### src/rtl/addsub32_seq_ctrl_pkg.sv
// addsub_pkg: shared state encoding and sizing helpers for the sliced add/sub controller
package addsub_pkg;
  typedef enum logic [1:0] {IDLE, RUN, DONE} state_t;
  localparam int SLICE_DEF = 8;
  function automatic int calc_n(input int width, input int slice);
    return width / slice;
  endfunction
  function automatic int idx_w(input int n);
    return (n > 1) ? $clog2(n) : 1;
  endfunction
endpackage

### src/rtl/addsub32_seq_ctrl_add_slice.sv
// add_slice: combinational SLICE-bit adder with carry in/out
module add_slice #(
  parameter int SLICE = 8
) (
  input  logic [SLICE-1:0] a,
  input  logic [SLICE-1:0] b,
  input  logic             cin,
  output logic [SLICE-1:0] s,
  output logic             cout
);
  assign {cout, s} = {1'b0, a} + {1'b0, b} + {{SLICE{1'b0}}, cin};
endmodule

### src/rtl/addsub32_seq_ctrl.sv
// addsub32_seq_ctrl: WIDTH-bit add/subtract computed one SLICE per clock, LSB slice first
module addsub32_seq_ctrl
  import addsub_pkg::*;
#(
  parameter int WIDTH = 32,
  parameter int SLICE = SLICE_DEF
) (
  input  logic             clk,
  input  logic             rst_n,
  input  logic             flush,
  input  logic             req_valid,
  output logic             req_ready,
  input  logic [WIDTH-1:0] req_a,
  input  logic [WIDTH-1:0] req_b,
  input  logic             req_sub,
  output logic             rsp_valid,
  input  logic             rsp_ready,
  output logic [WIDTH-1:0] rsp_result,
  output logic             rsp_carry,
  output logic             rsp_overflow,
  output logic             busy
);
  localparam int N  = calc_n(WIDTH, SLICE);
  localparam int IW = idx_w(N);

  state_t           state_q;
  logic [IW-1:0]    idx_q;
  logic [WIDTH-1:0] opa_q, opb_q, result_q;
  logic             carry_q, ovf_q;
  logic [SLICE-1:0] a_sl, b_sl, sum_sl;
  logic             cout_sl, last_d, ovf_d;

  assign a_sl   = opa_q[int'(idx_q)*SLICE +: SLICE];
  assign b_sl   = opb_q[int'(idx_q)*SLICE +: SLICE];
  assign last_d = idx_q == IW'(N-1);
  // Only meaningful on the last slice, where sum_sl holds the result MSB
  assign ovf_d  = (opa_q[WIDTH-1] == opb_q[WIDTH-1]) & (sum_sl[SLICE-1] != opa_q[WIDTH-1]);

  add_slice #(.SLICE(SLICE)) u_slice (
    .a(a_sl), .b(b_sl), .cin(carry_q), .s(sum_sl), .cout(cout_sl)
  );

  assign req_ready    = rst_n & ~flush & (state_q == IDLE);
  assign rsp_valid    = state_q == DONE;
  assign busy         = state_q != IDLE;
  assign rsp_result   = result_q;
  assign rsp_carry    = carry_q;
  assign rsp_overflow = ovf_q;

  always_ff @(posedge clk or negedge rst_n) begin
    if (!rst_n) begin
      state_q  <= IDLE;
      idx_q    <= '0;
      opa_q    <= '0;
      opb_q    <= '0;
      result_q <= '0;
      carry_q  <= 1'b0;
      ovf_q    <= 1'b0;
    end else if (flush) begin
      state_q <= IDLE;
    end else begin
      case (state_q)
        IDLE: if (req_valid) begin
          opa_q    <= req_a;
          opb_q    <= req_b ^ {WIDTH{req_sub}};
          carry_q  <= req_sub;
          idx_q    <= '0;
          result_q <= '0;
          ovf_q    <= 1'b0;
          state_q  <= RUN;
        end
        RUN: begin
          result_q[int'(idx_q)*SLICE +: SLICE] <= sum_sl;
          carry_q <= cout_sl;
          idx_q   <= idx_q + 1'b1;
          if (last_d) begin
            ovf_q   <= ovf_d;
            state_q <= DONE;
          end
        end
        DONE: if (rsp_ready) state_q <= IDLE;
        default: state_q <= IDLE;
      endcase
    end
  end
endmodule

### config.mk
export PLATFORM = sky130hd
export DESIGN_NAME = addsub32_seq_ctrl
export DESIGN_NICKNAME = d
export VERILOG_FILES = /design/src/rtl/addsub32_seq_ctrl_pkg.sv /design/src/rtl/addsub32_seq_ctrl_add_slice.sv /design/src/rtl/addsub32_seq_ctrl.sv
export SDC_FILE = /design/constraint.sdc
export NUM_CORES = 1
export LEC_CHECK = 0
export ABC_AREA = 0
export CAP_MARGIN = 25
export CORE_AREA = 2 2 97 99
export CTS_CLUSTER_SIZE = 8
export DETAILED_ROUTE_END_ITERATION = 8
export DIE_AREA = 0 0 99 101
export DONT_BUFFER_PORTS = 1
export PLACE_DENSITY = 0.81
export REMOVE_ABC_BUFFERS = 1
export SLEW_MARGIN = 25
export SYNTH_ARGS = -nofsm -noshare
export SYNTH_HDL_FRONTEND = slang
export SYNTH_SLANG_ARGS = --single-unit
### constraint.sdc
create_clock -name clk -period 3.1 [get_ports clk]
set_input_delay 0.62 -clock clk [delete_from_list [all_inputs] [get_ports clk]]
set_output_delay 0.62 -clock clk [all_outputs]
set_load 0.02 [all_outputs]
Word level (Yosys, flattened, before mapping):

Cells that the tools add are included.

* $add $sub $neg: 4
* shift operators: 4
* reduce and logical (&&, ||, !) cells: 7
* eq/ne operators: 10
* multiplexer cells: 15
* bitwise gates (word level): 5

Operator list (number)
* 32-bit case mux with 2 select lines: 1
* 32-bit by 6-bit variable part select with 8-bit output: 2
* 5-bit negator with 33-bit output: 1
* 8-bit by 33-bit variable shift with 32-bit output, first input constant: 1
* 8-bit by 33-bit variable part select with 32-bit output: 1
* 32-bit bitwise mux: 1
* 32-bit two-way mux: 1
* 32-bit bitwise XOR: 1
* 2-bit two-way mux: 5
* 8-bit by 8-bit adder with 9-bit output: 1
* 9-bit by 1-bit adder with 9-bit output: 1
* 3-bit AND reduction: 3
* 3-bit inequality test, second input constant: 2
* 2-bit case mux with 3 select lines: 1
* 2-bit == test, second input constant: 2
* 2-bit inequality test, second input constant: 2
* 1-bit case mux with 2 select lines: 2
* 2-bit case mux with 2 select lines: 1
* 4-bit AND reduction: 1
* 2-bit nonzero test: 2
* 1-bit bitwise AND: 3
* 1-bit two-way mux: 3
* 3-bit by 2-bit inequality test with 1-bit output, second input constant: 1
* 2-bit by 1-bit adder with 2-bit output, second input constant: 1
* other kinds (5): 5

* input bits: 70
* bits in registers: 102
* word-level logic and storage cells: 52
* output and inout bits: 37

Longest topological paths before layout:

* depth in word-level cells: 7
* mapped depth: 10
* gate-level depth less buffers: 9

Modules after synthesis:

From an unflattened synthesis, not the netlist that was laid out.

* cells, all modules: 439
* area total of the unflattened synthesis: 5311.3 sq um

By module, submodules not included
* addsub32_seq_ctrl: cells an instance 397, seq. area each 2552.4 sq um, times used 1, area each 4979.8 sq um
* add_slice: cells an instance 42, seq. area each 0.0 sq um, times used 1, area each 331.6 sq um

Worst setup path after synthesis:

No wires, ideal clock.

* kind: reg-to-reg
* from: reg idx_q[0]
* to: reg ovf_q, in the netlist rsp_overflow
* required time: 2974 ps
* cell stages (with the launch flop): 10
* setup slack: 81 ps
* path buffers: 2
* clock period less this slack: 3019 ps
* data arrival time: 2893 ps
* setup time: 126 ps
* path through: dfrtp_1 buf_2 buf_4 mux4_2 ha_1 a21oi_1 o211ai_2 a311oi_4 nor3_1 a221o_1

* cells in the longest elaborated chain, start to end: 7
* elaborated cells on any way between the ends: 11
* classes of those cells: add/sub (2); eq/ne (3); shift (2); mux (2); bitwise (1); reduce/logical (1)

RTL lines
* from (decl): RTL line addsub32_seq_ctrl.sv:27 `logic [IW-1:0] idx_q;`
* from (signal assigned): RTL line addsub32_seq_ctrl.sv:75 `idx_q <= idx_q + 1'b1;`
* 32-bit by 6-bit variable part select with 8-bit output (on tied branches): RTL line addsub32_seq_ctrl.sv:33, addsub32_seq_ctrl.sv:34
* 8-bit by 8-bit adder with 9-bit output: RTL line addsub32_seq_ctrl_add_slice.sv:11 `assign {cout, s} = {1'b0, a} + {1'b0, b} + {{SLICE{1'b0}}, cin};`
* 9-bit by 1-bit adder with 9-bit output: RTL line addsub32_seq_ctrl_add_slice.sv:11
* 1-bit inequality test: RTL line addsub32_seq_ctrl.sv:37 `assign ovf_d = (opa_q[WIDTH-1] == opb_q[WIDTH-1]) & (sum_sl[SLICE-1] != opa_q[WIDTH-1]);`
* 1-bit bitwise AND: RTL line addsub32_seq_ctrl.sv:37
* 1-bit two-way mux: RTL line addsub32_seq_ctrl.sv:76 `if (last_d) begin`
* 1-bit case mux with 2 select lines: RTL line addsub32_seq_ctrl.sv:62 `case (state_q)`
* to (signal assigned): RTL line addsub32_seq_ctrl.sv:77 `ovf_q <= ovf_d;`
* to (decl): RTL line addsub32_seq_ctrl.sv:29 `logic carry_q, ovf_q;`

Parallel ways exist; a longest one is shown, timed or not. The select of a mux whose other input is x is not followed.
A chain may end at the register's enable or synchronous reset.

Worst setup path after layout:

Ends and elaborated chain as after synthesis.

==> reports/results.ini <==
[worst_setup_path]
reg2reg_depth = 8
cp_data_arrival_time_ps = 3130
critPathKind = flip-flop to flip-flop
required_ps = 3350
worstSetupStartpointType = flip-flop
endpoint_kind = flip-flop
cp_max_fo = 12
max_stage_delay_ps = 550
path_cells = buf_4, mux4_2, ha_1, a211oi_2, o211ai_2, a311oi_4, nor3_1, a221o_1
critPathSlowestCell = mux4_2

[cts]
clock_path_buffers = 2
cts_setup_buffers = 0
worstSkewPairLatency_ps = 380
cts-root-buf = clkbuf_8
tritoncts = yes
clkTransAtPathRegs_ps = 100
clock-sinks = 102
numCtsBuffers = 9
h-tree-depth = 3

[sta]
worst_pin_slew_ps = 786.2
timing.final.crit_share_pct = 92.87
slew_violations = 0
setup_tns_ps = 0
max_freq_ghz = 0.3473
slew_headroom_pct = 47.23
setup_viol = 0
layout_min_cycle_time_ps = 2879
rsz0062_at_grt = false
finalHoldViolCount = 0
fin_skew_ps = 16.61

[synth]
yosysWarningCount = 0
async_reset_ff_share_pct = 100.0
ys_seq_area_share_pct = 51.46
syn_area_um2 = 4960
synth_xor_xnor_area_share_pct = 6.181
ys_ff_latch = 102
synth_top_area_cell = dfrtp_1
muxShareOfSynthArea_pct = 14.53
syn_area_per_cell_um2 = 12.52
syn_inst = 396
synth_top_area_share_pct = 51.46
synthAdderAreaFrac_pct = 3.582
synth_compound_area_share_pct = 13.67
synthFlopType = dfrtp_1
yosysUniqueCellTypes = 43
synth_area_leaders = dfrtp_1, mux2_1, mux4_2, xnor2_1, a22o_1
synth_edf_count = 0
synth-simple-area-share_pct = 7.644
synth_top_family_by_area = multiplexers

[global_routing]
grt_start_max_net_pins = 103
antenna_found_initial = 0
grt_pass1_vias = 3220
grtUsageTotal_pct = 21.71
grt_remaining_overflow = 0
grt_pass1_wl_um = 16680

[drt]
drc = 0
ant_nets = 0
top_layer_used = met4
wirelength_um = 10240
wl_met2_um = 5235
wl_per_cell_um = 20.04
num_vias = 3081
dr.pass1.iters = 4
wl_met1_um = 4173
met3_length_um = 698
vias_per_cell = 6.029
detail_route.iter0.violations = 197

[power_and_ir_drop]
finalPower_w = 0.004202
ir_worst_vdd_uv = 313.5
power_density_nw_per_um2 = 792.1
leakage_nw = 2.176

[flow_run]
maxCapViolations = 0

[placement]
dp_cells = 494
hpwlAfterDp_um = 7560
gp_congestion = 0.8523
portBuffers = 0

[outcome]
status = completed

[die]
row_count = 35
start_util_pct = 55.25
io_pins = 107
die_w_um = 99
core_um2 = 8977
dieArea_um2 = 9999
fp.dieH_um = 101

[cells_and_area]
synthToLayoutAreaGrowth_pct = 6.963
n_antenna_cell = 0
layout-drive-gt1-share_pct = 14.00
nets = 478
stdcell_count = 511

[hold_path]
hold_class = input pin to async pin

==> layer usage <==
metal | vias up | track usage [%]
met5 | - | 0
met4 | 0 | 8.114
met3 | 12 | 6.380
met2 | 97 | 36.23
met1 | 1549 | 26.95
li1 | 1423 | -
==> logic make-up (layout without fill, tap and decap cells) <==
kind of cell	Yosys count	in the layout
buffers and inverters	32	36
and+or+nand+nor	69	69
DFF	102	102
AOI/OAI and AO/OA	97	97
xor gates and xnor gates	35	35
muxes	48	48
adders and majority gates	13	13
==> repair_timing <==
action,CTS,global route
endpoints found under the setup margin,0,5
hold buffers,1,0
gates resized for setup,0,2
endpoints found under the hold margin,102,0
==> cells in the mapped netlist (all sizes together), types with 2 or more instances <==
library cell  number
nor4               3
mux2              32
and2               5
nor4b              2
o211ai             2
o21a               2
o21ai             14
dfrtp            102
nor2b              2
nor3               4
xnor2             34
a22o              28
nor2              38
fa                 2
clkbuf             4
a21oi             40
mux4              16
nand2             12
buf               17
o31a               2
inv               11
a211oi             2
ha                11
==> power breakdown <==
group          internal, W  switching [W]  total, W
Sequential         0.00156       0.000229   0.00179
Clock             0.000383       0.000477  0.000860
Combinational     0.000687       0.000862   0.00155
Total              0.00263        0.00157   0.00420
==> stage by stage <==
stage / cell area [um^2] / setup slack [ps] / util, % / hold WS [ps]
global placement: 5070 / 226.6 / 56.47 / 327.1
global route: 5305 / 60.41 / 59.09 / 191.7
detailed placement: 5070 / 82.91 / 56.47 / 326.7
finish: 5305 / 220.9 / 59.09 / 164.4
floorplan: 4856 / -260.7 / - / 324.4
CTS: 5300 / 40.90 / 59.04 / 178.5
==> path summary, 6_finish.rpt <==
check / start / endpoint / slack (ps)
max: idx_q[0] / rsp_overflow / 220
min: rst_n / rsp_result[9] / 160
max reg2reg: idx_q[0] / rsp_overflow / 220
min reg2reg: opa_q[20] / opa_q[20] / 490
max in group asynchronous: rst_n / idx_q[0] / 2530
min in group clk: flush / state_q[0] / 320
==> worst max-delay path: cells and delay by family (launching register included) <==
kind,cells,cell delay (ps)
AND/OR/NAND/NOR,1,90
flip-flops,1,470
multiplexers,1,550
AO/OA/AOI/OAI,4,1040
adder cells (fa/ha/maj),1,340
buffers and inverters,1,270
==> cell type report <==
cell class,count,area [um^2]
well taps,111,138.9
multi-input cells,262,2268
clock buffers,9,123.9
clock inverters,7,78.83
repair buffers,9,100.1
inverters,11,41.29
flip-flops and latches,102,2554
fillers,706,3672
==> layout by cell type (no fill, tap or decap), drive strengths merged, types with 2 or more instances in the layout <==
| cell type | n |
|---|---|
| and2 | 5 |
| o21ai | 14 |
| a21oi | 40 |
| a22o | 28 |
| nor4 | 3 |
| o31a | 2 |
| nor2b | 2 |
| clkbuf | 9 |
| xnor2 | 34 |
| nor3 | 4 |
| mux4 | 16 |
| fa | 2 |
| a211oi | 2 |
| clkinvlp | 2 |
| nand2 | 12 |
| buf | 9 |
| ha | 11 |
| dfrtp | 102 |
| nor2 | 38 |
| inv | 14 |
| o21a | 2 |
| nor4b | 2 |
| o211ai | 2 |
| mux2 | 32 |
==> registers in the layout, indices dropped and copies added (netlist names) <==
signal        cells
rsp_overflow      1
opa_q            32
rsp_carry         1
opb_q            32
rsp_result       32
state_q           2
idx_q             2
Power figures use the tool's default switching activity.
